File: src/rtl/pong_pkg.sv
// pong_pkg: shared constants, scan FSM state encoding and the paddle clamp helper.
// Latency: n/a (declarations only).
// Backpressure: n/a.
package pong_pkg;

  localparam int ADC_W = 9;
  localparam int Y_W   = 10;

  // Paddle position restored by reset: mid-screen.
  localparam logic [Y_W-1:0] DEFAULT_Y = 10'd240;

  // Default largest legal paddle Y; the controller takes its own Y_MAX parameter.
  localparam int Y_MAX_DEF = 479;

  typedef enum logic [2:0] {
    ST_IDLE   = 3'd0,
    ST_SETTLE = 3'd1,
    ST_START  = 3'd2,
    ST_WAIT   = 3'd3,
    ST_STORE  = 3'd4
  } scan_state_e;

  // Saturate an ADC code to the legal paddle range and widen to a Y coordinate.
  function automatic logic [Y_W-1:0] clamp_y(input logic [ADC_W-1:0] code,
                                            input logic [ADC_W-1:0] y_max);
    return (code > y_max) ? {1'b0, y_max} : {1'b0, code};
  endfunction

endpackage

File: src/rtl/cyc_timer.sv
// cyc_timer: loadable down-counter that parks at zero and flags it.
// Latency: load takes effect on the next edge; zero_o is combinational from the count.
// Backpressure: none; load_i has priority over counting.
module cyc_timer #(
  parameter int W = 16
) (
  input  logic         clk,
  input  logic         rst,
  input  logic         load_i,
  input  logic [W-1:0] load_val_i,
  output logic         zero_o
);

  logic [W-1:0] cnt_q;

  // Reload while the owner is outside its timed state, otherwise count down to zero.
  always_ff @(posedge clk) begin
    if (rst) begin
      cnt_q <= '0;
    end else if (load_i) begin
      cnt_q <= load_val_i;
    end else if (cnt_q != '0) begin
      cnt_q <= cnt_q - 1'b1;
    end
  end

  assign zero_o = (cnt_q == '0);

endmodule

File: src/rtl/adc_scan_ctrl.sv
// adc_scan_ctrl: sequences the shared 9-bit paddle ADC and its 2:1 mux, storing clamped Y per player.
// Latency: tick to upd = 2*(SETTLE_CYC+1+D+1)+1 cycles for ADC done delay D (ADC_AVG_EN: 4 conversions/channel).
// Backpressure: none; ticks during a scan are dropped, en only gates new scans. Optional feature macro: ADC_AVG_EN.
module adc_scan_ctrl
  import pong_pkg::*;
#(
  parameter int SETTLE_CYC  = 1000,
  parameter int TIMEOUT_CYC = 4096,
  parameter int SCAN_PERIOD = 262144,
  parameter int Y_MAX       = Y_MAX_DEF
) (
  input  logic             clk,
  input  logic             rst,
  input  logic             en,
  input  logic [ADC_W-1:0] adc_data,
  input  logic             adc_done,
  output logic             sel,
  output logic             adc_start,
  output logic [Y_W-1:0]   p1_y,
  output logic [Y_W-1:0]   p2_y,
  output logic             upd,
  output logic             timeout_err
);

  localparam int PW = (SCAN_PERIOD > 1) ? $clog2(SCAN_PERIOD) : 1;
  localparam int SW = $clog2(SETTLE_CYC + 1);
  localparam int TW = $clog2(TIMEOUT_CYC + 1);

  localparam logic [PW-1:0]    PERIOD_LAST  = PW'(SCAN_PERIOD - 1);
  localparam logic [SW-1:0]    SETTLE_LOAD  = SW'(SETTLE_CYC - 1);
  localparam logic [TW-1:0]    TIMEOUT_LOAD = TW'(TIMEOUT_CYC - 1);
  localparam logic [ADC_W-1:0] Y_LIM        = ADC_W'(Y_MAX);

  scan_state_e      state_q;
  logic             ch_q;
  logic             sel_q;
  logic             start_q;
  logic             upd_q;
  logic             err_q;
  logic [Y_W-1:0]   p1_q;
  logic [Y_W-1:0]   p2_q;
  logic [PW-1:0]    period_q;
  logic             tick;
  logic             settle_done;
  logic             wait_expired;
  logic [ADC_W-1:0] store_code;
  logic [Y_W-1:0]   store_y;

`ifdef ADC_AVG_EN
  // Four conversions per channel; 4 x 511 fits in 11 bits.
  localparam int N_AVG = 4;
  localparam int ACC_W = 11;

  logic [ACC_W-1:0] acc_q;
  logic [1:0]       conv_q;

  assign store_code = acc_q[ACC_W-1:2];
`else
  logic [ADC_W-1:0] code_q;

  assign store_code = code_q;
`endif

  assign store_y = clamp_y(store_code, Y_LIM);

  // Free-running scan period counter; its wrap cycle is the scan tick.
  always_ff @(posedge clk) begin
    if (rst) begin
      period_q <= '0;
    end else if (tick) begin
      period_q <= '0;
    end else begin
      period_q <= period_q + 1'b1;
    end
  end

  assign tick = (period_q == PERIOD_LAST);

  // Settle timer: preloaded outside SETTLE so it expires after exactly SETTLE_CYC cycles there.
  cyc_timer #(.W(SW)) u_settle_tmr (
    .clk        (clk),
    .rst        (rst),
    .load_i     (state_q != ST_SETTLE),
    .load_val_i (SETTLE_LOAD),
    .zero_o     (settle_done)
  );

  // Conversion timeout: preloaded in START, expires on the TIMEOUT_CYC-th WAIT cycle.
  cyc_timer #(.W(TW)) u_wait_tmr (
    .clk        (clk),
    .rst        (rst),
    .load_i     (state_q != ST_WAIT),
    .load_val_i (TIMEOUT_LOAD),
    .zero_o     (wait_expired)
  );

  // Scan sequencer: channel 0 then 1 through settle, convert, store; all outputs registered.
  always_ff @(posedge clk) begin
    if (rst) begin
      state_q <= ST_IDLE;
      ch_q    <= 1'b0;
      sel_q   <= 1'b0;
      start_q <= 1'b0;
      upd_q   <= 1'b0;
      err_q   <= 1'b0;
      p1_q    <= DEFAULT_Y;
      p2_q    <= DEFAULT_Y;
`ifdef ADC_AVG_EN
      acc_q   <= '0;
      conv_q  <= '0;
`else
      code_q  <= '0;
`endif
    end else begin
      start_q <= 1'b0;
      upd_q   <= 1'b0;
      case (state_q)
        ST_IDLE: begin
          if (tick && en) begin
            state_q <= ST_SETTLE;
            ch_q    <= 1'b0;
            sel_q   <= 1'b0;
          end
        end

        ST_SETTLE: begin
`ifdef ADC_AVG_EN
          acc_q  <= '0;
          conv_q <= '0;
`endif
          if (settle_done) begin
            state_q <= ST_START;
            start_q <= 1'b1;
          end
        end

        ST_START: begin
          state_q <= ST_WAIT;
        end

        ST_WAIT: begin
          // A done on the last WAIT cycle still counts; only silence times out.
          if (adc_done) begin
`ifdef ADC_AVG_EN
            acc_q  <= acc_q + ACC_W'(adc_data);
            conv_q <= conv_q + 1'b1;
            if (conv_q == 2'(N_AVG - 1)) begin
              state_q <= ST_STORE;
            end else begin
              state_q <= ST_START;
              start_q <= 1'b1;
            end
`else
            code_q  <= adc_data;
            state_q <= ST_STORE;
`endif
          end else if (wait_expired) begin
            // Abandon this channel without touching its Y, then carry on as after a store.
            err_q <= 1'b1;
            if (!ch_q) begin
              state_q <= ST_SETTLE;
              ch_q    <= 1'b1;
              sel_q   <= 1'b1;
            end else begin
              state_q <= ST_IDLE;
              upd_q   <= 1'b1;
            end
          end
        end

        ST_STORE: begin
          if (!ch_q) begin
            p1_q <= store_y;
          end else begin
            p2_q <= store_y;
          end
          if (!ch_q) begin
            state_q <= ST_SETTLE;
            ch_q    <= 1'b1;
            sel_q   <= 1'b1;
          end else begin
            state_q <= ST_IDLE;
            upd_q   <= 1'b1;
          end
        end

        default: begin
          state_q <= ST_IDLE;
        end
      endcase
    end
  end

  assign sel         = sel_q;
  assign adc_start   = start_q;
  assign p1_y        = p1_q;
  assign p2_y        = p2_q;
  assign upd         = upd_q;
  assign timeout_err = err_q;

endmodule

File: config.mk
export PLATFORM = sky130hd
export DESIGN_NAME = adc_scan_ctrl
export DESIGN_NICKNAME = d
export VERILOG_FILES = /design/src/rtl/pong_pkg.sv /design/src/rtl/cyc_timer.sv /design/src/rtl/adc_scan_ctrl.sv
export SDC_FILE = /design/constraint.sdc
export NUM_CORES = 1
export LEC_CHECK = 0
export ABC_AREA = 0
export BUFFER_PORTS_ARGS = -buffer_cell sky130_fd_sc_hd__clkbuf_2
export CAP_MARGIN = 20
export CORE_UTILIZATION = 45
export CTS_CLUSTER_DIAMETER = 50
export DETAILED_ROUTE_END_ITERATION = 8
export GPL_TIMING_DRIVEN = 0
export PLACE_DENSITY = 0.69
export SLEW_MARGIN = 20
export SYNTH_ARGS = -nofsm -noshare
export SYNTH_HDL_FRONTEND = slang
export SYNTH_SLANG_ARGS = --single-unit
export TNS_END_PERCENT = 1
File: constraint.sdc
create_clock -name clk -period 3.1 [get_ports clk]
set_clock_uncertainty 0.05 [all_clocks]
set_input_delay 0.155 -clock clk [delete_from_list [all_inputs] [get_ports clk]]
set_output_delay 0.155 -clock clk [all_outputs]
set_load 0.005 [all_outputs]
**Yosys cells after proc, flatten, opt, wreduce, memory -nomap -nowiden**

Cells that the tools add are included.

- Add/subtract/negate cells: 3
- Order comparisons: 1
- Eq/ne operators: 12
- Mux-type cells: 24
- Bitwise operators: 3
- Reduce and logical (&&, ||, !) cells: 19

Operators with widths:

| cell | count |
|---|---|
| 12-bit two-way mux | 2 |
| 10-bit two-way mux | 2 |
| 18-bit by 1-bit adder with 18-bit output, second input constant | 1 |
| 18-bit == test, second input constant | 1 |
| 3-bit case mux with 5 select lines | 1 |
| 13-bit logical NOT | 1 |
| 13-bit nonzero test | 1 |
| 13-bit by 1-bit subtractor with 13-bit output, second input constant | 1 |
| 3-bit two-way mux | 4 |
| 1-bit two-way mux | 11 |
| 10-bit logical NOT | 1 |
| 10-bit nonzero test | 1 |
| 10-bit by 1-bit subtractor with 10-bit output, second input constant | 1 |
| 9-bit > comparator, second input constant | 1 |
| 9-bit two-way mux | 1 |
| 2-bit OR reduction | 4 |
| 3-bit by 2-bit == test with 1-bit output, second input constant | 2 |
| 2-bit != test, second input constant | 3 |
| 3-bit by 2-bit != test with 1-bit output, second input constant | 2 |
| 1-bit case mux with 3 select lines | 2 |
| 2-bit AND reduction | 3 |
| 3-bit AND reduction | 2 |
| 4-bit AND reduction | 1 |
| 2-bit nonzero test | 2 |
| 9 further kinds | 11 |

- Register bits: 78
- Input port bits: 13
- Output and inout port bits: 24
- Logic and storage cells: 76

**Depth between registers and ports, before layout**

Gate-level depths: netlist (run 1).

- Depth after elaboration: 4
- Gate-level depth with buffers: 7
- Gate-level depth less buffers: 6

**Cells and area by module**

From an unflattened synthesis (run 1), not the netlist that was laid out.

- Cell total of the unflattened synthesis: 414
- Area, all modules: 3,550.9 um2

By module, submodules not included:

| module | instances | cells an instance | area each (um2) | seq. area each (um2) |
|---|---|---|---|---|
| adc_scan_ctrl | 1 | 251 | 2,174.6 | 1,061.0 |
| cyc_timer (u_wait_tmr) | 1 | 90 | 763.2 | 260.2 |
| cyc_timer (u_settle_tmr) | 1 | 73 | 613.1 | 200.2 |

**Worst setup path before layout (run 1)**

Ideal clock, no wire load.

- Path type: reg2reg
- Start point: register u_wait_tmr.cnt_q[0]
- End point: register u_wait_tmr.cnt_q[6]
- Setup time: 0.074 ns
- Arrival time: 1.781 ns
- Data required time: 2.976 ns
- Setup slack: 1.195 ns
- Stages on the path, launching flop included: 8
- Buffers on the path: 1
- Clock period less this slack: 1.905 ns
- Cells stage by stage: dfxtp_1 > inv_1 > ha_1 > or3b_1 > clkbuf_1 > or3_1 > or3_1 > a31oi_1

- Word-level cells in the longest chain between the ends: 3
- Elaborated cells on any way between the ends: 5
- Classes of those cells: add/sub: 1; mux: 2; reduce/logical: 2

Ends and longest elaborated chain:

| item | line | source |
|---|---|---|
| from (decl) | cyc_timer.sv:14 | `logic [W-1:0] cnt_q;` |
| from (signal assigned) | cyc_timer.sv:21 | `cnt_q <= load_val_i;` |
| from (signal assigned) | cyc_timer.sv:23 | `cnt_q <= cnt_q - 1'b1;` |
| 13-bit by 1-bit subtractor with 13-bit output | cyc_timer.sv:23 |  |
| 12-bit two-way mux | cyc_timer.sv:22 | `end else if (cnt_q != '0) begin` |
| 12-bit two-way mux | cyc_timer.sv:20 | `end else if (load_i) begin` |

Several ways; a longest one is shown, not always the timed one. The select of a mux whose other input is x is not followed.
A chain may end at the register's enable or synchronous reset.

**Final worst setup path (run 1)**

- Start point: register period_q[0]
- End point: register period_q[8]

- Word-level cells in the longest chain between the ends: 2
- Elaborated cells on any way between the ends: 3
- Classes of those cells: add/sub: 1; eq/ne: 1; reduce/logical: 1

Ends and longest elaborated chain:

| item | line | source |
|---|---|---|
| from (decl) | adc_scan_ctrl.sv:42 | `logic [PW-1:0] period_q;` |
| from (signal assigned) | adc_scan_ctrl.sv:73 | `period_q <= period_q + 1'b1;` |
| parallel branches: the longest is 2 deep, another holds 18-bit by 1-bit adder with 18-bit output | n/a |  |

Parallel ways; which one is timed is not known.

==> report_table.html, run 1 <==
<table>
<tr><th>Metric</th><th>Value</th></tr>
<tr><th colspan="2">Run status</th></tr>
<tr><td>Result of the run</td><td>finished, final reports clean</td></tr>
<tr><th colspan="2">Die</th></tr>
<tr><td>Starting density of the core</td><td>a little under half</td></tr>
<tr><td>Y dimension of the die</td><td>roughly 90 µm</td></tr>
<tr><td>Number of placed I/O pins</td><td>37</td></tr>
<tr><td>Row Count</td><td>31</td></tr>
<tr><td>Die area</td><td>~7800 µm²</td></tr>
<tr><td>Area inside the core boundary</td><td>between 7000 and 8000 µm²</td></tr>
<tr><td>Die width</td><td>88.1 µm</td></tr>
<tr><th colspan="2">STA</th></tr>
<tr><td>Least-Margin Pin Slew</td><td>~770 ps</td></tr>
<tr><td>Unrepaired setup endpoints after global routing</td><td>no</td></tr>
<tr><td>Slack of the critical path</td><td>~940 ps</td></tr>
<tr><td>Final count of negative-setup-slack endpoints</td><td>0</td></tr>
<tr><td>Final-report max-slew violation count</td><td>0</td></tr>
<tr><td>Final Hold Vio Count</td><td>0</td></tr>
<tr><td>Setup_tns</td><td>0 ps</td></tr>
<tr><td>Achievable Freq</td><td>463 MHz</td></tr>
<tr><td>Time the final worst path needs with I/O delays and setup</td><td>around 2200 ps</td></tr>
<tr><td>Headroom to the max-slew limit</td><td>between 40% and 50%</td></tr>
<tr><td>Post-route fraction of the period consumed by the critical path</td><td>between 60% and 70%</td></tr>
<tr><th colspan="2">Logic synthesis</th></tr>
<tr><td>Share of synthesized flip-flops with an asynchronous set or reset</td><td>0%</td></tr>
<tr><td>Main flop type after synthesis</td><td>sky130_fd_sc_hd__dfxtp_1</td></tr>
<tr><td>Syn Std Cell Area</td><td>~3300 µm²</td></tr>
<tr><td>Cell type with the highest aggregate area in the netlist</td><td>sky130_fd_sc_hd__dfxtp_1</td></tr>
<tr><td>Warnings from Yosys</td><td>0</td></tr>
<tr><td>Synth area leaders</td><td>sky130_fd_sc_hd__dfxtp_1 46%, sky130_fd_sc_hd__nand2_1 5.0%, sky130_fd_sc_hd__nor2_1 4.6%, sky130_fd_sc_hd__a21oi_1 4.4%, sky130_fd_sc_hd__xnor2_1 3.4%</td></tr>
<tr><td>Synthesized flop and latch total</td><td>between 70 and 80</td></tr>
<tr><td>Mean area per synthesized cell</td><td>between 8 and 9 µm²</td></tr>
<tr><td>Distinct cell type count after synthesis</td><td>52</td></tr>
<tr><td>Sequential area share after synthesis</td><td>45.7%</td></tr>
<tr><td>Number of cells produced by synthesis</td><td>about 380</td></tr>
<tr><td>Number of synthesized flops with an enable pin</td><td>0</td></tr>
<tr><td>Post-synth top area share</td><td>around 46%</td></tr>
<tr><th colspan="2">Setup path</th></tr>
<tr><td>Maximum fanout along the worst path</td><td>10</td></tr>
<tr><td>CP startpoint kind</td><td>flop</td></tr>
<tr><td>Critical path class</td><td>flop to flop</td></tr>
<tr><td>CP Data Arrival Time</td><td>about 2300 ps</td></tr>
<tr><td>Worst path required time</td><td>between 3000 and 4000 ps</td></tr>
<tr><td>Element type at the critical path end</td><td>flop</td></tr>
<tr><th colspan="2">CTS</th></tr>
<tr><td>Clock Latency Late Sink</td><td>roughly 340 ps</td></tr>
<tr><td>Clock Pin Slew Worst Setup and Hold Paths</td><td>roughly 80 ps</td></tr>
<tr><td>TritonCTS clock tree</td><td>yes</td></tr>
<tr><td>Post CTS Setup Buffer Count</td><td>0</td></tr>
<tr><td>CTS Buffer Depth</td><td>2</td></tr>
<tr><td>Htree depth</td><td>3</td></tr>
<tr><td>TritonCTS Buffers</td><td>9</td></tr>
<tr><td>Number of cells upsized or downsized after cts</td><td>0</td></tr>
<tr><td>Count of clock tree sinks</td><td>76</td></tr>
<tr><td>Root cell of the clock tree</td><td>sky130_fd_sc_hd__clkbuf_8</td></tr>
<tr><th colspan="2">Placement</th></tr>
<tr><td>Final HPWL DP</td><td>5030 µm</td></tr>
<tr><td>IO Port Bufs</td><td>33</td></tr>
<tr><td>Final estimated routing congestion in global placement</td><td>0.838</td></tr>
<tr><td>Placement-stage worst setup slack</td><td>approximately 940 ps</td></tr>
<tr><th colspan="2">Power</th></tr>
<tr><td>Total power density per cell area</td><td>between 500 and 600 nW/µm²</td></tr>
<tr><td>Lkg Pwr</td><td>approximately 1.4 nW</td></tr>
<tr><td>Max VDD drop</td><td>around 0.22 mV</td></tr>
<tr><th colspan="2">GRT</th></tr>
<tr><td>Global-route wire length before repair</td><td>around 12000 µm</td></tr>
<tr><td>Global route overflow</td><td>0</td></tr>
<tr><td>Pin count of the biggest net entering global routing</td><td>14</td></tr>
<tr><td>Number of global-route vias before repair</td><td>about 2.6k</td></tr>
<tr><td>Antenna violations before repair</td><td>0</td></tr>
<tr><td>Total routing resource utilization after global routing</td><td>between 10% and 20%</td></tr>
<tr><th colspan="2">Drt</th></tr>
<tr><td>Wire length reported by the detailed router</td><td>between 7000 and 8000 µm</td></tr>
<tr><td>Number of detailed-route iterations in the first pass</td><td>4</td></tr>
<tr><td>Number of DRC violations after detailed-routing iteration 0</td><td>between 90 and 100</td></tr>
<tr><td>Detail Route Antenna Nets</td><td>0</td></tr>
<tr><td>Final routed wire length divided by cell count</td><td>between 10 and 15 µm</td></tr>
<tr><td>Via count normalized by instance count</td><td>about 5.3</td></tr>
<tr><td>Total number of vias</td><td>2881</td></tr>
<tr><td># DRC</td><td>0</td></tr>
<tr><th colspan="2">Cells and area</th></tr>
<tr><td>Filler cell count in the final layout</td><td>674</td></tr>
<tr><td>Most common library cell in the layout ignoring fill and taps</td><td>sky130_fd_sc_hd__dfxtp_1</td></tr>
<tr><td>Area of combinational cells with multiple inputs</td><td>around 1700 µm²</td></tr>
<tr><td>Total area of sequential cells</td><td>approximately 1500 µm²</td></tr>
<tr><td>Syn-to-layout area delta</td><td>18.5%</td></tr>
<tr><td>Share of cells above drive strength 1</td><td>between 10% and 20%</td></tr>
<tr><td>Net count, final</td><td>~450</td></tr>
<tr><td>Highest-count cells in the layout ignoring fill and taps</td><td>76 x sky130_fd_sc_hd__dfxtp_1, 44 x sky130_fd_sc_hd__nand2_1, 41 x sky130_fd_sc_hd__nor2_1</td></tr>
<tr><td>Count of inserted antenna diode cells</td><td>0</td></tr>
<tr><th colspan="2">Hold path</th></tr>
<tr><td>Tightest Hold Check Type</td><td>input pin to flop</td></tr>
<tr><th colspan="2">Job</th></tr>
<tr><td>Max_cap viols</td><td>0</td></tr>
</table>
registers in the layout, summed over array words and instances, names as in the netlist:
register            cells
sel                     1
state_q                 3
timeout_err             1
p2_y                    9
period_q               18
upd                     1
ch_q                    1
p1_y                    9
u_wait_tmr.cnt_q       13
adc_start               1
code_q                  9
u_settle_tmr.cnt_q     10
cells by family (layout without fill, tap and decap cells):
kind of cell	Yosys count	after routing	share of synthesized area, %
simple gates	172	172	27.7
mux	4	4	1.28
other cells	1	2	0.113
xor+xnor	19	19	4.99
fa+ha+maj	4	4	1.50
compound gates	75	75	14.5
buf+inv	32	88	4.32
flops	76	76	45.7
synth_stat cells, drive strengths merged, types with 3 or more instances:
master  count
nor3       11
inv         9
nor3b       3
a31o        3
clkbuf     15
ha          4
nor4b       4
a211o       4
nand3      10
xor2        6
or3         9
xnor2      13
a31oi      10
nor4        8
o31ai       4
o21ai       5
buf         8
nand2      44
dfxtp      76
nand4       7
and4        5
nor2       41
nand3b      5
a21oi      29
a211oi     11
and2        3
or4         7
nand2b      7
final timing paths:
check | to | cells past startpoint | slack, ps | start
worst min-delay path | code_q[2] | 3 | 10 | adc_data[2]
worst max-delay path | period_q[8] | 6 | 940 | period_q[0]
worst max register to register | period_q[8] | 6 | 940 | period_q[0]
worst min register to register | code_q[0] | 2 | 410 | code_q[0]
worst max-delay path: stages (launching register included):
cell,delay (ps)
sky130_fd_sc_hd__dfxtp_1,370
sky130_fd_sc_hd__ha_1,290
sky130_fd_sc_hd__inv_1,120
sky130_fd_sc_hd__nor4_2,550
sky130_fd_sc_hd__a21o_1,330
sky130_fd_sc_hd__buf_2,270
sky130_fd_sc_hd__nor2_1,70
timing repair:
action                     CTS  global route
hold endpoints to repair     7             0
setup endpoints to repair    0             0
hold buffers                 7             0
routing by layer:
layer | global-route usage (%) | up-vias | share of wire (%)
met1 | 25.0 | 1336 | 49
li1 | - | 1477 | -
met5 | 0 | - | 0
met3 | 4.15 | 10 | 3.5
met4 | 7.48 | 0 | 1.3
met2 | 32.6 | 58 | 47
cell type report:
cell class / count / share of cell area [%]
buffer: 23 / 2.79
clock buffer: 11 / 3.58
clock inverter: 5 / 2.69
inverter: 9 / 0.856
multi-input combinational: 276 / 42.4
sequential: 76 / 38.5
tap: 99 / 3.14
timing repair buffer: 40 / 5.96
power by group:
part	switching (mW)	internal [mW]	total, mW
combinational	0.0502	0.0425	0.0928
clock	0.365	0.560	0.925
sequential	0.0184	0.993	1.01
per-stage QoR:
stage	util, %	total power [mW]	cell area [µm²]	cells	hold slack (ps)
floorplan	-	1.09	3340	384	241
global placement	50.2	1.12	3620	516	341
detailed placement	50.2	1.12	3620	516	341
CTS	54.6	2.05	3940	539	4.90
global route	54.7	2.10	3950	539	9.45
finish	54.7	2.03	3950	539	11.3
No activity file was read; power rests on OpenSTA's default activity.
==> inputs of run 2 (changes only) <==
- ABC_AREA: 0 -> 1
- PLACE_DENSITY: 0.69 -> 0.71
- clock period: 3.1 -> 1.9 ns (I/O delays scaled with it)
==> run 2 against run 1 <==
Register-to-register slack worse by 800 ps. Largest power group unchanged. Routed wire length up 3.2%. Synthesized cell count up 21%. Highest routed layer unchanged. Maximum frequency up 23%. Clock power up 24%. Critical path type unchanged.
==> report_table.html, run 2 <==
<table>
<tr><th>Metric</th><th>Value</th></tr>
<tr><th colspan="2">Logic synthesis</th></tr>
<tr><td>Dominant cell by count in the synthesized netlist</td><td>sky130_fd_sc_hd__nand2_1</td></tr>
<tr><td>Distinct cell type count after synthesis</td><td>36</td></tr>
<tr><td>Main flop type after synthesis</td><td>sky130_fd_sc_hd__dfxtp_1</td></tr>
<tr><td>Synthesized flop and latch total</td><td>76</td></tr>
<tr><td>Syn Std Cell Area</td><td>3460 µm²</td></tr>
<tr><td>Commonest cells in the synthesized netlist</td><td>85 x sky130_fd_sc_hd__nand2_1, 76 x sky130_fd_sc_hd__dfxtp_1, 59 x sky130_fd_sc_hd__nor2_1, 51 x sky130_fd_sc_hd__inv_1, 34 x sky130_fd_sc_hd__nand3_1</td></tr>
<tr><td>Sequential area share after synthesis</td><td>a little over two fifths</td></tr>
<tr><td>Share of synthesized flip-flops with an asynchronous set or reset</td><td>0%</td></tr>
<tr><td>Number of cells produced by synthesis</td><td>around 460</td></tr>
<tr><td>Synth area leaders</td><td>sky130_fd_sc_hd__dfxtp_1 44%, sky130_fd_sc_hd__nand2_1 9.2%, sky130_fd_sc_hd__nor2_1 6.4%, sky130_fd_sc_hd__inv_1 5.5%, sky130_fd_sc_hd__nand3_1 4.9%</td></tr>
<tr><td>Mean area per synthesized cell</td><td>approximately 7.5 µm²</td></tr>
<tr><td>Post-synth top area share</td><td>about 44%</td></tr>
<tr><td>Cell type with the highest aggregate area in the netlist</td><td>sky130_fd_sc_hd__dfxtp_1</td></tr>
<tr><td>Warnings from Yosys</td><td>0</td></tr>
<tr><td>Number of synthesized flops with an enable pin</td><td>0</td></tr>
<tr><th colspan="2">GRT</th></tr>
<tr><td>Global-route wire length before repair</td><td>approximately 13000 µm</td></tr>
<tr><td>Total routing resource utilization after global routing</td><td>between 10% and 20%</td></tr>
<tr><td>Pin count of the biggest net entering global routing</td><td>15</td></tr>
<tr><td>Number of global-route vias before repair</td><td>~2.9k</td></tr>
<tr><td>Antenna violations before repair</td><td>0</td></tr>
<tr><td>Global route overflow</td><td>0</td></tr>
<tr><th colspan="2">Placement</th></tr>
<tr><td>Area post-placement</td><td>approximately 3800 µm²</td></tr>
<tr><td>Placed insts</td><td>596</td></tr>
<tr><td>IO Port Bufs</td><td>33</td></tr>
<tr><td>Final estimated routing congestion in global placement</td><td>0.855</td></tr>
<tr><td>Final HPWL DP</td><td>5430 µm</td></tr>
<tr><th colspan="2">STA</th></tr>
<tr><td>Least-Margin Pin Slew</td><td>547 ps</td></tr>
<tr><td>Final Hold Vio Count</td><td>0</td></tr>
<tr><td>Final count of negative-setup-slack endpoints</td><td>0</td></tr>
<tr><td>Achievable Freq</td><td>569 MHz</td></tr>
<tr><td>Unrepaired setup endpoints after global routing</td><td>yes</td></tr>
<tr><td>Final-report max-slew violation count</td><td>0</td></tr>
<tr><td>Time the final worst path needs with I/O delays and setup</td><td>roughly 1800 ps</td></tr>
<tr><td>Post-route fraction of the period consumed by the critical path</td><td>92.5%</td></tr>
<tr><td>Headroom to the max-slew limit</td><td>between 60% and 70%</td></tr>
<tr><th colspan="2">Setup path</th></tr>
<tr><td>Top cell family by delay on the critical path</td><td>simple AND/OR/NAND/NOR gates</td></tr>
<tr><td>Worst path required time</td><td>between 2000 and 2500 ps</td></tr>
<tr><td>Critical Path Max Stage Delay</td><td>320 ps</td></tr>
<tr><td>Worst R2R Start</td><td>u_wait_tmr.cnt_q[0]</td></tr>
<tr><td>Element type at the critical path end</td><td>flop</td></tr>
<tr><td>CP Data Arrival Time</td><td>1950 ps</td></tr>
<tr><td>Cell with the largest stage delay on the worst path</td><td>sky130_fd_sc_hd__dfxtp_1</td></tr>
<tr><td>CP startpoint kind</td><td>flop</td></tr>
<tr><td>Critical path class</td><td>flop to flop</td></tr>
<tr><td>Most frequent CP cell</td><td>sky130_fd_sc_hd__nand2_1</td></tr>
<tr><td>Cells along the critical path</td><td>inv_1 &gt; ha_1 &gt; nand2_1 &gt; nor2_1 &gt; nand4_1 &gt; nand2_1 &gt; nand3b_1 &gt; nand2_1 &gt; nor2_2</td></tr>
<tr><td>Source of the critical timing path</td><td>u_wait_tmr.cnt_q[0]</td></tr>
<tr><td>Buffer and inverter count on the worst path</td><td>1</td></tr>
<tr><td>Maximum fanout along the worst path</td><td>7</td></tr>
<tr><th colspan="2">Drt</th></tr>
<tr><td>Number of detailed-route iterations in the first pass</td><td>4</td></tr>
<tr><td># DRC</td><td>0</td></tr>
<tr><td>Wire length reported by the detailed router</td><td>around 7500 µm</td></tr>
<tr><td>Detail Route Antenna Nets</td><td>0</td></tr>
<tr><td>Final routed wire length divided by cell count</td><td>roughly 12 µm</td></tr>
<tr><td>Via count normalized by instance count</td><td>about 5</td></tr>
<tr><td>Total number of vias</td><td>a little over 3k</td></tr>
<tr><td>Number of DRC violations after detailed-routing iteration 0</td><td>122</td></tr>
<tr><th colspan="2">CTS</th></tr>
<tr><td>Htree depth</td><td>3</td></tr>
<tr><td>Clock Pin Slew Worst Setup and Hold Paths</td><td>approximately 90 ps</td></tr>
<tr><td>TritonCTS Buffers</td><td>9</td></tr>
<tr><td>Count of clock tree sinks</td><td>between 70 and 80</td></tr>
<tr><td>Root cell of the clock tree</td><td>sky130_fd_sc_hd__clkbuf_8</td></tr>
<tr><td>TritonCTS clock tree</td><td>yes</td></tr>
<tr><td>Clock Latency Late Sink</td><td>roughly 350 ps</td></tr>
<tr><td>Post CTS Setup Buffer Count</td><td>0</td></tr>
<tr><td>CTS Buffer Depth</td><td>2</td></tr>
<tr><th colspan="2">Die</th></tr>
<tr><td>Row Count</td><td>31</td></tr>
<tr><td>Die width</td><td>89.7 µm</td></tr>
<tr><td>Number of placed I/O pins</td><td>37</td></tr>
<tr><td>Die area</td><td>between 8000 and 9000 µm²</td></tr>
<tr><td>Area inside the core boundary</td><td>7330 µm²</td></tr>
<tr><td>Starting density of the core</td><td>between 40% and 50%</td></tr>
<tr><td>Y dimension of the die</td><td>89.7 µm</td></tr>
<tr><th colspan="2">Cells and area</th></tr>
<tr><td>Largest register FFs</td><td>18</td></tr>
<tr><td>Share of cells above drive strength 1</td><td>between 10% and 20%</td></tr>
<tr><td>Most common library cell in the layout ignoring fill and taps</td><td>sky130_fd_sc_hd__nand2_1</td></tr>
<tr><td>Highest-count cells in the layout ignoring fill and taps</td><td>85 x sky130_fd_sc_hd__nand2_1, 76 x sky130_fd_sc_hd__dfxtp_1, 58 x sky130_fd_sc_hd__nor2_1</td></tr>
<tr><td>Final core occ</td><td>54.9%</td></tr>
<tr><td>Register with the highest flop count</td><td>period_q</td></tr>
<tr><td>Cell area after layout</td><td>4020 µm²</td></tr>
<tr><td>Net count, final</td><td>533</td></tr>
<tr><td>Cell Count, Final, Fillers Out</td><td>620</td></tr>
<tr><td>Count of inserted antenna diode cells</td><td>0</td></tr>
<tr><td>Syn-to-layout area delta</td><td>16.1%</td></tr>
<tr><td>Registers with the most flip-flops</td><td>period_q x18, u_wait_tmr.cnt_q x13, u_settle_tmr.cnt_q x10</td></tr>
<tr><th colspan="2">Job</th></tr>
<tr><td>Max_cap viols</td><td>0</td></tr>
<tr><th colspan="2">Power</th></tr>
<tr><td>Final total power</td><td>approximately 3.5 mW</td></tr>
<tr><td>Max VDD drop</td><td>approximately 0.40 mV</td></tr>
<tr><td>Lkg Pwr</td><td>approximately 1.7 nW</td></tr>
<tr><td>Total power density per cell area</td><td>roughly 860 nW/µm²</td></tr>
<tr><th colspan="2">Run status</th></tr>
<tr><td>Result of the run</td><td>finished, final reports clean</td></tr>
<tr><th colspan="2">Hold path</th></tr>
<tr><td>Start point of the worst min-delay path</td><td>adc_data[2]</td></tr>
<tr><td>Tightest Hold Check Type</td><td>input pin to flop</td></tr>
</table>
## run 2: changes by cell type in the layout (fill, tap and decap cells not counted), sizes merged, moves of 11 or more
| cell | delta |
|---|---|
| a211oi | -11 |
| inv | +47 |
| nand2 | +47 |
| nand3 | +31 |
| nor2 | +28 |
| o21ai | +20 |
## run 2: where the power goes
group | switching, mW | internal [mW]
clock network | 0.627 | 0.519
registers | 0.0872 | 1.69
logic | 0.347 | 0.206
## run 2: stage by stage
step | setup TNS (ps) | setup slack, ps | hold WS, ps
global route | -22.1 | -11.4 | 33.8
global placement | 0 | 205 | 310
finish | 0 | 142 | 33.1
CTS | 0 | 134 | 21.9
detailed placement | 0 | 161 | 316
floorplan | 0 | 411 | 210
## run 2: layout make-up
type                    count  area [µm²]
fillers                   701        3310
multi-input cells         320        1660
flip-flops and latches     76        1520
repair buffers             41         245
inverters                  55         206
clock buffers              10         138
well taps                  99         124
plain buffers              13        81.3
clock inverters             6        46.3
## run 2: final timing paths
kind	end	slack, ps	cells past startpoint
setup / recovery	sel	140	9
hold / removal	code_q[2]	30	3
setup reg to reg	sel	140	9
hold reg to reg	timeout_err	400	2
## run 2: repair_timing
item / 4_1_cts / 5_1_grt
setup endpoints to repair: 0 / 3
endpoints found under the hold margin: 8 / 0
hold buffers: 8 / 0
gates resized for setup: 0 / 1
## run 2: layer usage
metal  track usage, %  part of all wire, %  routed length (µm)  vias to the layer above
li1                 -                    -                   -                     1609
met1             24.1                   47                3540                     1426
met2             34.2                   48                3590                       50
met3             4.91                  3.6                 266                        8
met4             5.74                  1.1                  83                        0
met5                0                    0                   0                        -
## run 2: cells by family (layout without fill, tap and decap cells)
kind of cell / Yosys count / in the layout / share of synthesized area [%]
AND/OR/NAND/NOR: 229 / 229 / 31.9
flip-flops: 76 / 76 / 43.9
AO/OA/AOI/OAI: 73 / 73 / 11.3
buffers and inverters: 68 / 125 / 8.31
XOR/XNOR: 12 / 12 / 3.03
adder cells (fa/ha/maj): 4 / 4 / 1.45
other: 1 / 2 / 0.108
## run 2: tightest hold or removal path: cells and delay by family
family,cells,cell delay (ps)
compound gates,2,210
buf+inv,1,90
==> inputs of run 3 (changes only) <==
- MAX_ROUTING_LAYER: default -> met4
==> run 3 against run 2 <==
Core utilization stayed put. Routed wire length shrank 0.31%. Final area unchanged. Critical path type unchanged. Sequential power about the same. Worst setup slack gained 8.4 ps. Sequential share of layout area unchanged. Clock power about the same. Clock-buffer cell count unchanged. Hold slack worse by 4.9 ps. Register-to-register slack about the same. Critical endpoint unchanged. Largest cell class unchanged. Global-route usage increased by 0.54 points. Die area did not move.
==> report_table.html, run 3 (same netlist as run 2, synthesis figures left out) <==
<table>
<tr><th>Metric</th><th>Value</th></tr>
<tr><th colspan="2">Setup path</th></tr>
<tr><td>Critical path class</td><td>flop to flop</td></tr>
<tr><td>Maximum fanout along the worst path</td><td>7</td></tr>
<tr><td>Cells along the critical path</td><td>inv_1 &gt; ha_1 &gt; nand2_1 &gt; nor2_1 &gt; nand4_1 &gt; nand2_1 &gt; nand3b_1 &gt; nand2_1 &gt; nor2_2</td></tr>
<tr><td>CP Data Arrival Time</td><td>about 1900 ps</td></tr>
<tr><td>Cell with the largest stage delay on the worst path</td><td>sky130_fd_sc_hd__dfxtp_1</td></tr>
<tr><td>Worst path required time</td><td>about 2100 ps</td></tr>
<tr><td>Critical Path Max Stage Delay</td><td>between 300 and 400 ps</td></tr>
<tr><td>Element type at the critical path end</td><td>flop</td></tr>
<tr><td>CP startpoint kind</td><td>flop</td></tr>
<tr><td>Most frequent CP cell</td><td>sky130_fd_sc_hd__nand2_1</td></tr>
<tr><th colspan="2">CTS</th></tr>
<tr><td>Root cell of the clock tree</td><td>sky130_fd_sc_hd__clkbuf_8</td></tr>
<tr><td>Clock Pin Slew Worst Setup and Hold Paths</td><td>90 ps</td></tr>
<tr><td>Clock Latency Late Sink</td><td>roughly 350 ps</td></tr>
<tr><td>Count of clock tree sinks</td><td>between 70 and 80</td></tr>
<tr><td>Htree depth</td><td>3</td></tr>
<tr><td>TritonCTS clock tree</td><td>yes</td></tr>
<tr><td>TritonCTS Buffers</td><td>9</td></tr>
<tr><td>CTS Buffer Depth</td><td>2</td></tr>
<tr><th colspan="2">Cells and area</th></tr>
<tr><td>Registers with the most flip-flops</td><td>period_q x18, u_wait_tmr.cnt_q x13, u_settle_tmr.cnt_q x10</td></tr>
<tr><td>Cell Count, Final, Fillers Out</td><td>620</td></tr>
<tr><td>Most common library cell in the layout ignoring fill and taps</td><td>sky130_fd_sc_hd__nand2_1</td></tr>
<tr><td>Largest register FFs</td><td>18</td></tr>
<tr><td>Syn-to-layout area delta</td><td>16.1%</td></tr>
<tr><td>Cell area after layout</td><td>4020 µm²</td></tr>
<tr><td>Final core occ</td><td>between 50% and 60%</td></tr>
<tr><td>Net count, final</td><td>533</td></tr>
<tr><td>Register with the highest flop count</td><td>period_q</td></tr>
<tr><td>Share of cells above drive strength 1</td><td>between 15 and 20%</td></tr>
<tr><td>Highest-count cells in the layout ignoring fill and taps</td><td>85 x sky130_fd_sc_hd__nand2_1, 76 x sky130_fd_sc_hd__dfxtp_1, 58 x sky130_fd_sc_hd__nor2_1</td></tr>
<tr><td>Count of inserted antenna diode cells</td><td>0</td></tr>
<tr><th colspan="2">Drt</th></tr>
<tr><td>Detail Route Antenna Nets</td><td>0</td></tr>
<tr><td># DRC</td><td>0</td></tr>
<tr><td>Final routed wire length divided by cell count</td><td>about 12 µm</td></tr>
<tr><td>Number of detailed-route iterations in the first pass</td><td>4</td></tr>
<tr><td>Via count normalized by instance count</td><td>4.99</td></tr>
<tr><td>Total number of vias</td><td>between 3k and 4k</td></tr>
<tr><td>Number of DRC violations after detailed-routing iteration 0</td><td>~110</td></tr>
<tr><td>Wire length reported by the detailed router</td><td>~7500 µm</td></tr>
<tr><th colspan="2">GRT</th></tr>
<tr><td>Global route overflow</td><td>0</td></tr>
<tr><td>Global-route wire length before repair</td><td>roughly 13000 µm</td></tr>
<tr><td>Antenna violations before repair</td><td>0</td></tr>
<tr><td>Number of global-route vias before repair</td><td>between 2k and 3k</td></tr>
<tr><td>Total routing resource utilization after global routing</td><td>20.3%</td></tr>
<tr><td>Pin count of the biggest net entering global routing</td><td>15</td></tr>
<tr><th colspan="2">Job</th></tr>
<tr><td>Max_cap viols</td><td>0</td></tr>
<tr><th colspan="2">STA</th></tr>
<tr><td>Final count of negative-setup-slack endpoints</td><td>0</td></tr>
<tr><td>Final Hold Vio Count</td><td>0</td></tr>
<tr><td>Time the final worst path needs with I/O delays and setup</td><td>around 1700 ps</td></tr>
<tr><td>Unrepaired setup endpoints after global routing</td><td>yes</td></tr>
<tr><td>Achievable Freq</td><td>571 MHz</td></tr>
<tr><td>Post-route fraction of the period consumed by the critical path</td><td>between 90% and 100%</td></tr>
<tr><td>Hold slack</td><td>about 28 ps</td></tr>
<tr><td>Final-report max-slew violation count</td><td>0</td></tr>
<tr><td>Headroom to the max-slew limit</td><td>between 60% and 70%</td></tr>
<tr><td>Least-Margin Pin Slew</td><td>~570 ps</td></tr>
<tr><th colspan="2">Die</th></tr>
<tr><td>Y dimension of the die</td><td>around 90 µm</td></tr>
<tr><td>Starting density of the core</td><td>47.2%</td></tr>
<tr><td>Row Count</td><td>31</td></tr>
<tr><td>Number of placed I/O pins</td><td>37</td></tr>
<tr><td>Area inside the core boundary</td><td>~7300 µm²</td></tr>
<tr><td>Die area</td><td>8050 µm²</td></tr>
<tr><td>Die width</td><td>between 80 and 90 µm</td></tr>
<tr><th colspan="2">Power</th></tr>
<tr><td>Max VDD drop</td><td>about 0.4 mV</td></tr>
<tr><td>Lkg Pwr</td><td>between 1.5 and 2 nW</td></tr>
<tr><td>Total power density per cell area</td><td>864 nW/µm²</td></tr>
<tr><th colspan="2">Placement</th></tr>
<tr><td>IO Port Bufs</td><td>33</td></tr>
<tr><td>Final estimated routing congestion in global placement</td><td>approximately 0.87</td></tr>
<tr><td>Final HPWL DP</td><td>between 5000 and 6000 µm</td></tr>
<tr><td>Area post-placement</td><td>~3800 µm²</td></tr>
<tr><td>Placed insts</td><td>between 500 and 600</td></tr>
<tr><th colspan="2">Run status</th></tr>
<tr><td>Result of the run</td><td>finished, final reports clean</td></tr>
<tr><th colspan="2">Hold path</th></tr>
<tr><td>Tightest Hold Check Type</td><td>input pin to flop</td></tr>
</table>
run 3: cell counts in the layout (fill, tap and decap cells not counted):
Identical to the previous run, type by type.
run 3: through the flow:
stage	TNS [ps]	power [mW]	setup slack, ps
detailed placement	0	2.35	161
finish	0	3.48	150
global placement	0	2.33	205
floorplan	0	2.22	411
global route	-22.1	3.66	-11.4
CTS	0	3.51	134
run 3: metal layers:
metal,up-vias,wire (µm),global-route usage [%]
li1,1608,-,-
met2,50,3590,34.2
met5,-,0,-
met3,10,272,4.15
met1,1426,3500,24.2
met4,0,94,6.56
run 3: path summary, 6_finish.rpt:
check | from | depth (start not counted) | to | slack, ps
max | u_wait_tmr.cnt_q[0] | 9 | sel | 150
min | adc_data[2] | 3 | code_q[2] | 30
max reg2reg | u_wait_tmr.cnt_q[0] | 9 | sel | 150
min reg2reg | timeout_err | 2 | timeout_err | 400
run 3: critical path: cells and delay by family (launching register included):
kind / cells / cell delay (ps)
DFF: 1 / 320
and+or+nand+nor: 7 / 880
adders and majority gates: 1 / 210
buffers and inverters: 1 / 170
run 3: layout make-up:
class | count | area, µm²
buffer | 13 | 81.3
clock buffer | 10 | 138
clock inverter | 6 | 46.3
fill | 701 | 3310
inverter | 55 | 206
multi-input combinational | 320 | 1660
sequential | 76 | 1520
tap | 99 | 124
timing repair buffer | 41 | 245
run 3: repair_timing:
item	CTS	global route
setup endpoints to repair	0	3
hold buffers	8	0
endpoints found under the hold margin	8	0
gates resized for setup	0	1
setup buffers	0	0
run 3: power by group:
group,total [mW],internal (mW),switching [mW]
Sequential,1.78,1.69,0.0870
Clock,1.15,0.519,0.629
Combinational,0.553,0.206,0.347
